<file path="src/rtl/pll_dps_stepper.sv">
// Dynamic-phase-shift stepper for the frame-clock PLL: one phase_en/phase_done handshake per step.
// Optional handshake timeout is compiled in with `define PLL_DPS_TIMEOUT_EN.
module pll_dps_stepper #(
  parameter int STEP_W      = 8,
  parameter int POS_W       = 16,
  parameter int TIMEOUT_CYC = 255,
  parameter int SETTLE_CYC  = 2
) (
  input  logic                    scanclk,
  input  logic                    rst_n,
  input  logic                    req_valid,
  output logic                    req_ready,
  input  logic [STEP_W-1:0]       req_steps,
  input  logic                    req_updn,
  input  logic [4:0]              req_cntsel,
  input  logic                    locked,
  input  logic                    phase_done,
  output logic                    phase_en,
  output logic                    updn,
  output logic [4:0]              cntsel,
  output logic                    busy,
  output logic                    done_pulse,
  output logic                    err_timeout,
  output logic                    err_lock,
  output logic signed [POS_W-1:0] phase_pos
);

  typedef enum logic [2:0] {
    S_IDLE,
    S_ASSERT,
    S_WAIT_HIGH,
    S_SETTLE,
    S_DONE
  } state_t;

  localparam int SCNT_W = (SETTLE_CYC < 2) ? 1 : $clog2(SETTLE_CYC);
  localparam logic [SCNT_W-1:0] SCNT_LAST = SCNT_W'(SETTLE_CYC - 1);

  generate
    if (SETTLE_CYC < 1 || TIMEOUT_CYC < 1) begin : g_bad_param
      $error("pll_dps_stepper: SETTLE_CYC and TIMEOUT_CYC must be at least 1");
    end
  endgenerate

  // Two-flop synchronizers; bit 1 = locked, bit 0 = phase_done.
  logic [1:0] meta_reg;
  logic [1:0] sync_reg;
  logic       lk_s;
  logic       pd_s;

  always_ff @(posedge scanclk or negedge rst_n) begin
    if (!rst_n) begin
      meta_reg <= 2'b00;
      sync_reg <= 2'b00;
    end else begin
      meta_reg <= {locked, phase_done};
      sync_reg <= meta_reg;
    end
  end

  assign lk_s = sync_reg[1];
  assign pd_s = sync_reg[0];

  state_t                    state_reg, state_next;
  logic [STEP_W-1:0]         remaining_reg, remaining_next;
  logic signed [POS_W-1:0]   pos_reg, pos_next;
  logic                      updn_reg, updn_next;
  logic [4:0]                cntsel_reg, cntsel_next;
  logic                      err_lock_reg, err_lock_next;
  logic [SCNT_W-1:0]         settle_reg, settle_next;
  logic                      accept;
  logic                      timeout_hit;

  assign accept = (state_reg == S_IDLE) && req_valid && lk_s;

  always_comb begin
    state_next     = state_reg;
    remaining_next = remaining_reg;
    pos_next       = pos_reg;
    updn_next      = updn_reg;
    cntsel_next    = cntsel_reg;
    err_lock_next  = err_lock_reg;
    settle_next    = settle_reg;
    case (state_reg)
      S_IDLE: begin
        if (accept) begin
          updn_next      = req_updn;
          cntsel_next    = req_cntsel;
          remaining_next = req_steps;
          err_lock_next  = 1'b0;
          state_next     = (req_steps == '0) ? S_DONE : S_ASSERT;
        end
      end
      S_ASSERT: begin
        if (!lk_s) begin
          err_lock_next = 1'b1;
          state_next    = S_DONE;
        end else if (!pd_s) begin
          state_next = S_WAIT_HIGH;
        end else if (timeout_hit) begin
          state_next = S_DONE;
        end
      end
      S_WAIT_HIGH: begin
        // Lock loss is checked first so an interrupted step never moves the position.
        if (!lk_s) begin
          err_lock_next = 1'b1;
          state_next    = S_DONE;
        end else if (pd_s) begin
          pos_next       = updn_reg ? (pos_reg + POS_W'(1)) : (pos_reg - POS_W'(1));
          remaining_next = remaining_reg - STEP_W'(1);
          settle_next    = '0;
          state_next     = (remaining_reg == STEP_W'(1)) ? S_DONE : S_SETTLE;
        end else if (timeout_hit) begin
          state_next = S_DONE;
        end
      end
      S_SETTLE: begin
        if (!lk_s) begin
          err_lock_next = 1'b1;
          state_next    = S_DONE;
        end else if (settle_reg == SCNT_LAST) begin
          state_next = S_ASSERT;
        end else begin
          settle_next = settle_reg + SCNT_W'(1);
        end
      end
      S_DONE: begin
        state_next = S_IDLE;
      end
      default: begin
        state_next = S_IDLE;
      end
    endcase
  end

  always_ff @(posedge scanclk or negedge rst_n) begin
    if (!rst_n) begin
      state_reg     <= S_IDLE;
      remaining_reg <= '0;
      pos_reg       <= '0;
      updn_reg      <= 1'b0;
      cntsel_reg    <= 5'd0;
      err_lock_reg  <= 1'b0;
      settle_reg    <= '0;
    end else begin
      state_reg     <= state_next;
      remaining_reg <= remaining_next;
      pos_reg       <= pos_next;
      updn_reg      <= updn_next;
      cntsel_reg    <= cntsel_next;
      err_lock_reg  <= err_lock_next;
      settle_reg    <= settle_next;
    end
  end

`ifdef PLL_DPS_TIMEOUT_EN
  // Counter holds 0..TIMEOUT_CYC-1, so a stuck state lasts exactly TIMEOUT_CYC cycles.
  localparam int TCNT_W = (TIMEOUT_CYC < 2) ? 1 : $clog2(TIMEOUT_CYC);
  localparam logic [TCNT_W-1:0] TCNT_LAST = TCNT_W'(TIMEOUT_CYC - 1);

  logic [TCNT_W-1:0] tcnt_reg, tcnt_next;
  logic              err_timeout_reg, err_timeout_next;
  logic              timeout_abort;

  assign timeout_hit   = (tcnt_reg == TCNT_LAST);
  assign timeout_abort = timeout_hit && lk_s &&
                         (((state_reg == S_ASSERT) && pd_s) ||
                          ((state_reg == S_WAIT_HIGH) && !pd_s));

  always_comb begin
    tcnt_next = '0;
    if ((state_next == state_reg) &&
        ((state_reg == S_ASSERT) || (state_reg == S_WAIT_HIGH))) begin
      tcnt_next = tcnt_reg + TCNT_W'(1);
    end
  end

  always_comb begin
    err_timeout_next = err_timeout_reg;
    if (accept) begin
      err_timeout_next = 1'b0;
    end else if (timeout_abort) begin
      err_timeout_next = 1'b1;
    end
  end

  always_ff @(posedge scanclk or negedge rst_n) begin
    if (!rst_n) begin
      tcnt_reg        <= '0;
      err_timeout_reg <= 1'b0;
    end else begin
      tcnt_reg        <= tcnt_next;
      err_timeout_reg <= err_timeout_next;
    end
  end

  assign err_timeout = err_timeout_reg;
`else
  assign timeout_hit = 1'b0;
  assign err_timeout = 1'b0;
`endif

  assign req_ready  = (state_reg == S_IDLE) && lk_s;
  assign phase_en   = (state_reg == S_ASSERT);
  assign busy       = (state_reg != S_IDLE);
  assign done_pulse = (state_reg == S_DONE);
  assign updn       = updn_reg;
  assign cntsel     = cntsel_reg;
  assign err_lock   = err_lock_reg;
  assign phase_pos  = pos_reg;

endmodule

</file>
<file path="config.mk">
export PLATFORM = sky130hd
export DESIGN_NAME = pll_dps_stepper
export DESIGN_NICKNAME = d
export VERILOG_FILES = /design/src/rtl/pll_dps_stepper.sv
export SDC_FILE = /design/constraint.sdc
export NUM_CORES = 1
export LEC_CHECK = 0
export ABC_AREA = 0
export BUFFER_PORTS_ARGS = -buffer_cell sky130_fd_sc_hd__clkbuf_2
export CAP_MARGIN = 20
export CORE_MARGIN = 3
export CORE_UTILIZATION = 47
export CTS_BUF_LIST = sky130_fd_sc_hd__clkbuf_4 sky130_fd_sc_hd__clkbuf_8
export DETAILED_ROUTE_END_ITERATION = 7
export PLACE_DENSITY = 0.72
export SLEW_MARGIN = 10
export SYNTH_ARGS = -nofsm -noshare
export SYNTH_HDL_FRONTEND = slang
export SYNTH_SLANG_ARGS = --single-unit
</file>
<file path="constraint.sdc">
create_clock -name scanclk -period 6.2 [get_ports scanclk]
set_input_delay 0.62 -clock scanclk [delete_from_list [all_inputs] [get_ports scanclk]]
set_output_delay 0.62 -clock scanclk [all_outputs]
set_load 0.05 [all_outputs]
</file>
==> flow_summary.yaml, run 1 <==
floorplanning:
  num_rows: 25
  start_util_pct: 49.92
  die_area_um2: 6083
  io_pins: 47
  core_um2: 4880
  fp.dieH_um: 78.00
  die_x_um: 78.00
global_route:
  grtUsageTotal_pct: 17.73
  grt_overflow_total: 0
  grt_pass1_wl_um: 8707
  antenna_found_initial: 0
  grt_max_degree: 40
  first_global_vias: 1903
yosys:
  synth_compound_area_share_pct: 20.85
  synth_area_leaders: "dfrtp_1 (40%), ha_1 (8.2%), nand2_1 (4.6%)"
  yosys.area.top_type_share_pct: 40.06
  synthAdderAreaFrac_pct: 9.040
  postSynthCellCount: 268
  ys.flop_type: "dfrtp_1"
  synth_nets: 304
  synth_seq_cells: 39
  ys_warn_count: 0
  synthMuxAreaShare_pct: 3.184
  avgSynthCellArea_um2: 9.090
  synth_xor_area_share_pct: 5.033
  yosysSeqAreaShare_pct: 40.06
  synth_edf_count: 0
  synth_top_family_by_area: "compound AO/OA/AOI/OAI gates"
  syn-cell-area_um2: 2436
  async_flop_share_pct: 100.0
  synthSimpleGateAreaFrac_pct: 17.87
  yosysTopAreaCell: "dfrtp_1"
  ys_types: 50
worst_setup_path:
  ff2ff_setup_slack_ns: 3.73
  critical_path_class: "reg2reg"
  endpoint_kind: "flop"
  r2r-start: "updn"
  start_kind: "flop"
  crit_fanout: 14
  r2r_cells: 9
  cp.arrival_ns: 2.64
  cp.required_ns: 6.37
  rr_endpoint: "phase_pos[9]"
timing:
  max_freq_mhz: 405.6
  slew_viol_final: 0
  post-route-min-period_ns: 2.466
  grt_setup_unrepaired: "false"
  worst_pin_slew_ns: 0.9726
  fin_ws_ns: 3.734
  setup_viol: 0
  finalClockSkew_ns: 0.008365
  fin_crit_sh_pct: 39.77
  setup_tns_ns: 0
  max-slew-margin-rel_pct: 35.16
  hold_viol_final: 0
layout:
  multi_input_area_um2: 1368
  antenna_cells: 0
  layout_common_cells: "clkbuf_2 (45), dfrtp_1 (39), nand2_1 (30), a21oi_1 (21), o21ai_0 (20)"
  nFillCells: 470
  syn2layout_area_growth_pct: 14.54
  final_common_cell: "clkbuf_2"
  final_nets: 347
  largest_reg_flops: 16
  drive_gt1_share_pct: 22.76
  regArea_um2: 975.9
clock_tree:
  cts_tree: "yes"
  cts_buffers: 5
  cts_htree_levels: 2
  cts.repair.resized: 0
  clkTransAtPathRegs_ns: 0.08
  clock_latency_ns: 0.29
  clk_path_buf_depth: 2
  postCtsSetupBuffers: 0
  ctsRootBufferMaster: "clkbuf_8"
  postCtsHoldBufs: 0
  cts.sinks: 39
detailed_routing:
  drc: 0
  ant_nets: 0
  firstDrtPassIters: 4
  via_count: 2051
  wl_per_cell_um: 13.18
  viasPerCell: 5.412
  drt-total-wl_um: 4996
  drtIter0Drc: 82
power:
  ir_worst_vdd_uv: 388.9
  total_power_uw: 1594
  pwr_density_cell_nw_per_um2: 571.2
  p_leak_uw: 0.001355
worst_hold_path:
  min_path_cells: 0
  hold_path.class: "reg2reg"
  holdPathEnd: "sync_reg[1]"
  min_from: "meta_reg[1]"
run_status:
  status: "finished clean"
placed_design:
  gp_congestion: 0.8754
  portBuffers: 45
  dpl.hpwl_um: 3672
  place_ws_ns: 3.724
flow_run:
  maxCapViolations: 0
synthesized netlist by cell type (5+ instances only):
cell and n:
a21oi_1 21, mux2_2 6, buf_2 5, xor2_1 8
dfrtp_1 39, nand2b_1 8, o21ai_0 20, nand2_1 30
ha_1 16, inv_1 13, nand3_1 9, nor2_1 12
o21ai_1 16, xnor2_1 6
per-layer routing:
layer  share of wire, %  GRT usage [%]
met5                  0              0
met4                1.4          5.944
met3                6.6          4.872
met2                 44          26.88
met1                 48          24.39
how the worst max path moves through the flow:
stage,start,cells after the start,to
5_1_grt,updn,9,phase_pos[9]
3_5_place_dp,updn,9,phase_pos[15]
6_report,updn,9,phase_pos[9]
3_3_place_gp,updn,8,phase_pos[15]
2_1_floorplan,updn,8,phase_pos[15]
4_1_cts,updn,9,phase_pos[15]
power breakdown:
part           switching [uW]  total, uW  internal (uW)
registers                98.6        444            345
logic                     640        971            331
clock network            90.8        179           87.8
total                     830       1590            764
cell type report:
cell class | instances | share of cell area (%)
clock inverters | 1 | 0.1794
clock buffers | 7 | 3.004
well taps | 67 | 3.004
flip-flops and latches | 39 | 34.98
repair buffers | 45 | 8.072
inverters | 13 | 1.749
multi-input cells | 207 | 49.01
critical path, stage by stage, from the launching register on:
cell	delay, ns
dfrtp_1	0.44
inv_1	0.41
ha_1	0.38
a21oi_2	0.21
o211ai_2	0.15
a21o_1	0.20
a21oi_1	0.21
o21ai_1	0.10
xnor2_1	0.16
o21ai_1	0.07
per-stage QoR:
step | hold slack (ns) | cells | instance area, um2 | util [%]
final | 0.3488 | 379 | 2790 | 57.18
after global routing | 0.3735 | 379 | 2790 | 57.18
after CTS | 0.3525 | 379 | 2790 | 57.18
after detailed placement | 0.3347 | 371 | 2701 | 55.36
after global placement | 0.3316 | 371 | 2701 | 55.36
after floorplan | 0.3244 | 268 | 2436 | -
cell families after synthesis:
| logic type | Yosys count |
|---|---|
| adder cells (fa/ha/maj) | 17 |
| AO/OA/AOI/OAI | 84 |
| buffers and inverters | 22 |
| flip-flops | 39 |
| AND/OR/NAND/NOR | 84 |
| multiplexers | 7 |
| other | 1 |
| XOR/XNOR | 14 |
Note: power is estimated with default switching activity, not from simulation.
==> run 2: changes to the inputs <==
==> constraint.sdc (replaced) <==
create_clock -name scanclk -period 2.5 [get_ports scanclk]
set_input_delay 0.25 -clock scanclk [delete_from_list [all_inputs] [get_ports scanclk]]
set_output_delay 0.25 -clock scanclk [all_outputs]
set_load 0.05 [all_outputs]
==> run 2 against run 1 <==
Critical path depth increased by 1; critical endpoint unchanged; critical path type unchanged; sequential power rose by 150%; clock-buffer cell count shrank 1; total power grew to 2.5 times the previous value; first-iteration DRC count is 37% higher; via count decreased by 1.2%.
==> flow_summary.yaml, run 2 (same netlist as run 1, synthesis figures left out) <==
timing:
  fin_ws_ns: 0.2392
  fin_crit_sh_pct: 90.43
  hold_viol_final: 0
  setup_viol: 0
  setup_tns_ns: 0
  post-route-min-period_ns: 2.261
  grt_setup_unrepaired: "false"
  max-slew-margin-rel_pct: 52.70
  worst_pin_slew_ns: 0.7095
  max_freq_mhz: 442.3
  slew_viol_final: 0
  finalClockSkew_ns: 0.01021
detailed_routing:
  via_count: 2026
  viasPerCell: 5.276
  drt-total-wl_um: 4868
  wl_per_cell_um: 12.68
  ant_nets: 0
  firstDrtPassIters: 4
  drtIter0Drc: 112
  drc: 0
layout:
  final_area_um2: 2841
  final_nets: 352
  antenna_cells: 0
  drive_gt1_share_pct: 23.97
  post-route-util_pct: 58.23
  largest_reg_flops: 16
  syn2layout_area_growth_pct: 16.64
  final_common_cell: "clkbuf_2"
  layout_common_cells: "clkbuf_2 (45), dfrtp_1 (38), nand2_1 (30), a21oi_1 (21), o21ai_0 (20)"
clock_tree:
  postCtsSetupBuffers: 0
  cts_htree_levels: 2
  clkTransAtPathRegs_ns: 0.08
  cts.repair.resized: 0
  cts_buffers: 5
  cts.sinks: 39
  cts_tree: "yes"
  clock_latency_ns: 0.30
  clk_path_buf_depth: 2
  postCtsHoldBufs: 1
  ctsRootBufferMaster: "clkbuf_8"
floorplanning:
  fp.dieH_um: 78.00
  die_x_um: 78.00
  num_rows: 25
  io_pins: 47
  start_util_pct: 49.92
  die_area_um2: 6083
  core_um2: 4880
flow_run:
  maxCapViolations: 0
placed_design:
  dpl.hpwl_um: 3712
  gp_congestion: 0.8792
  portBuffers: 45
  place_ws_ns: 0.2381
  place_area_um2: 2733
worst_setup_path:
  cp.required_ns: 2.67
  path_common_cell: "o21ai_1"
  start_kind: "flop"
  critPathMaxStageDelay_ns: 0.42
  crit_fanout: 12
  endpoint_kind: "flop"
  critical_path_class: "reg2reg"
  crit_path_cell_trace: "inv_1, buf_4, ha_1, a21oi_2, o211ai_2, a21o_1, a21oi_1, o21ai_1, xnor2_1, o21ai_1"
  cp_slowest_cell: "dfrtp_2"
  cp.arrival_ns: 2.43
worst_hold_path:
  hold_path.class: "in2reg"
power:
  p_leak_uw: 0.001377
  total_power_uw: 3989
  pwr_density_cell_nw_per_um2: 1404
  ir_worst_vdd_uv: 642.9
  pwr-share-seq_pct: 27.5
  p_clk_share_pct: 11.4
  switchingPower_uw: 2057
  p_int_uw: 1932
  p_sw_share_pct: 51.57
  comb_power_share_pct: 61.1
global_route:
  antenna_found_initial: 0
  first_global_vias: 1944
  grt_max_degree: 32
  grtUsageTotal_pct: 17.93
  grt_overflow_total: 0
  grt_pass1_wl_um: 8790
run_status:
  status: "finished clean"
==> run 2: stage by stage <==
step | std cells | hold WS [ns]
after floorplan | 268 | -0.04559
after global routing | 384 | 0.04681
after detailed placement | 375 | 0.3336
after global placement | 375 | 0.3332
final | 384 | 0.06472
after CTS | 384 | 0.05141
==> run 2: critical path: cells and delay by family, from the launching register on <==
family          cells  cell delay [ns]
fa+ha+maj           1             0.38
flops               1             0.42
xor+xnor            1             0.14
buf+inv             2             0.23
compound gates      6             0.97
==> run 2: final timing paths <==
check                                 start                to  slack (ns)  cells past startpoint
worst max-delay path                   updn      phase_pos[9]        0.24                     10
worst min-delay path                 locked       meta_reg[1]        0.06                      1
worst max register to register         updn      phase_pos[9]        0.24                     10
worst min register to register  meta_reg[1]       sync_reg[1]        0.35                      0
max in group asynchronous             rst_n      phase_pos[5]        1.33                      3
min in group asynchronous             rst_n  remaining_reg[3]        0.52                      2
==> run 2: routing by layer <==
layer	wire length, um	global-route usage, %	vias up
met2	2149	27.74	43
met3	253	4.872	6
met4	72	5.769	0
met1	2391	24.34	932
li1	-	-	1045
met5	0	0	-
==> run 2: power by group through the flow <==
stage	Clock, uW	Sequential [uW]	Combinational, uW
after global routing	510	1140	2690
after detailed placement	0	1110	2430
after floorplan	0	1490	1560
after CTS	479	1100	2450
final	457	1100	2440
after global placement	0	1110	2420
==> run 2: final cells by class <==
type | instances | area [um2]
Clock inverter | 2 | 16.27
Tap cell | 67 | 83.83
Timing Repair Buffer | 50 | 265.3
Fill cell | 460 | 2038
Multi-Input combinational cell | 207 | 1368
Clock buffer | 6 | 82.58
Sequential cell | 39 | 977.2
Inverter | 13 | 48.80
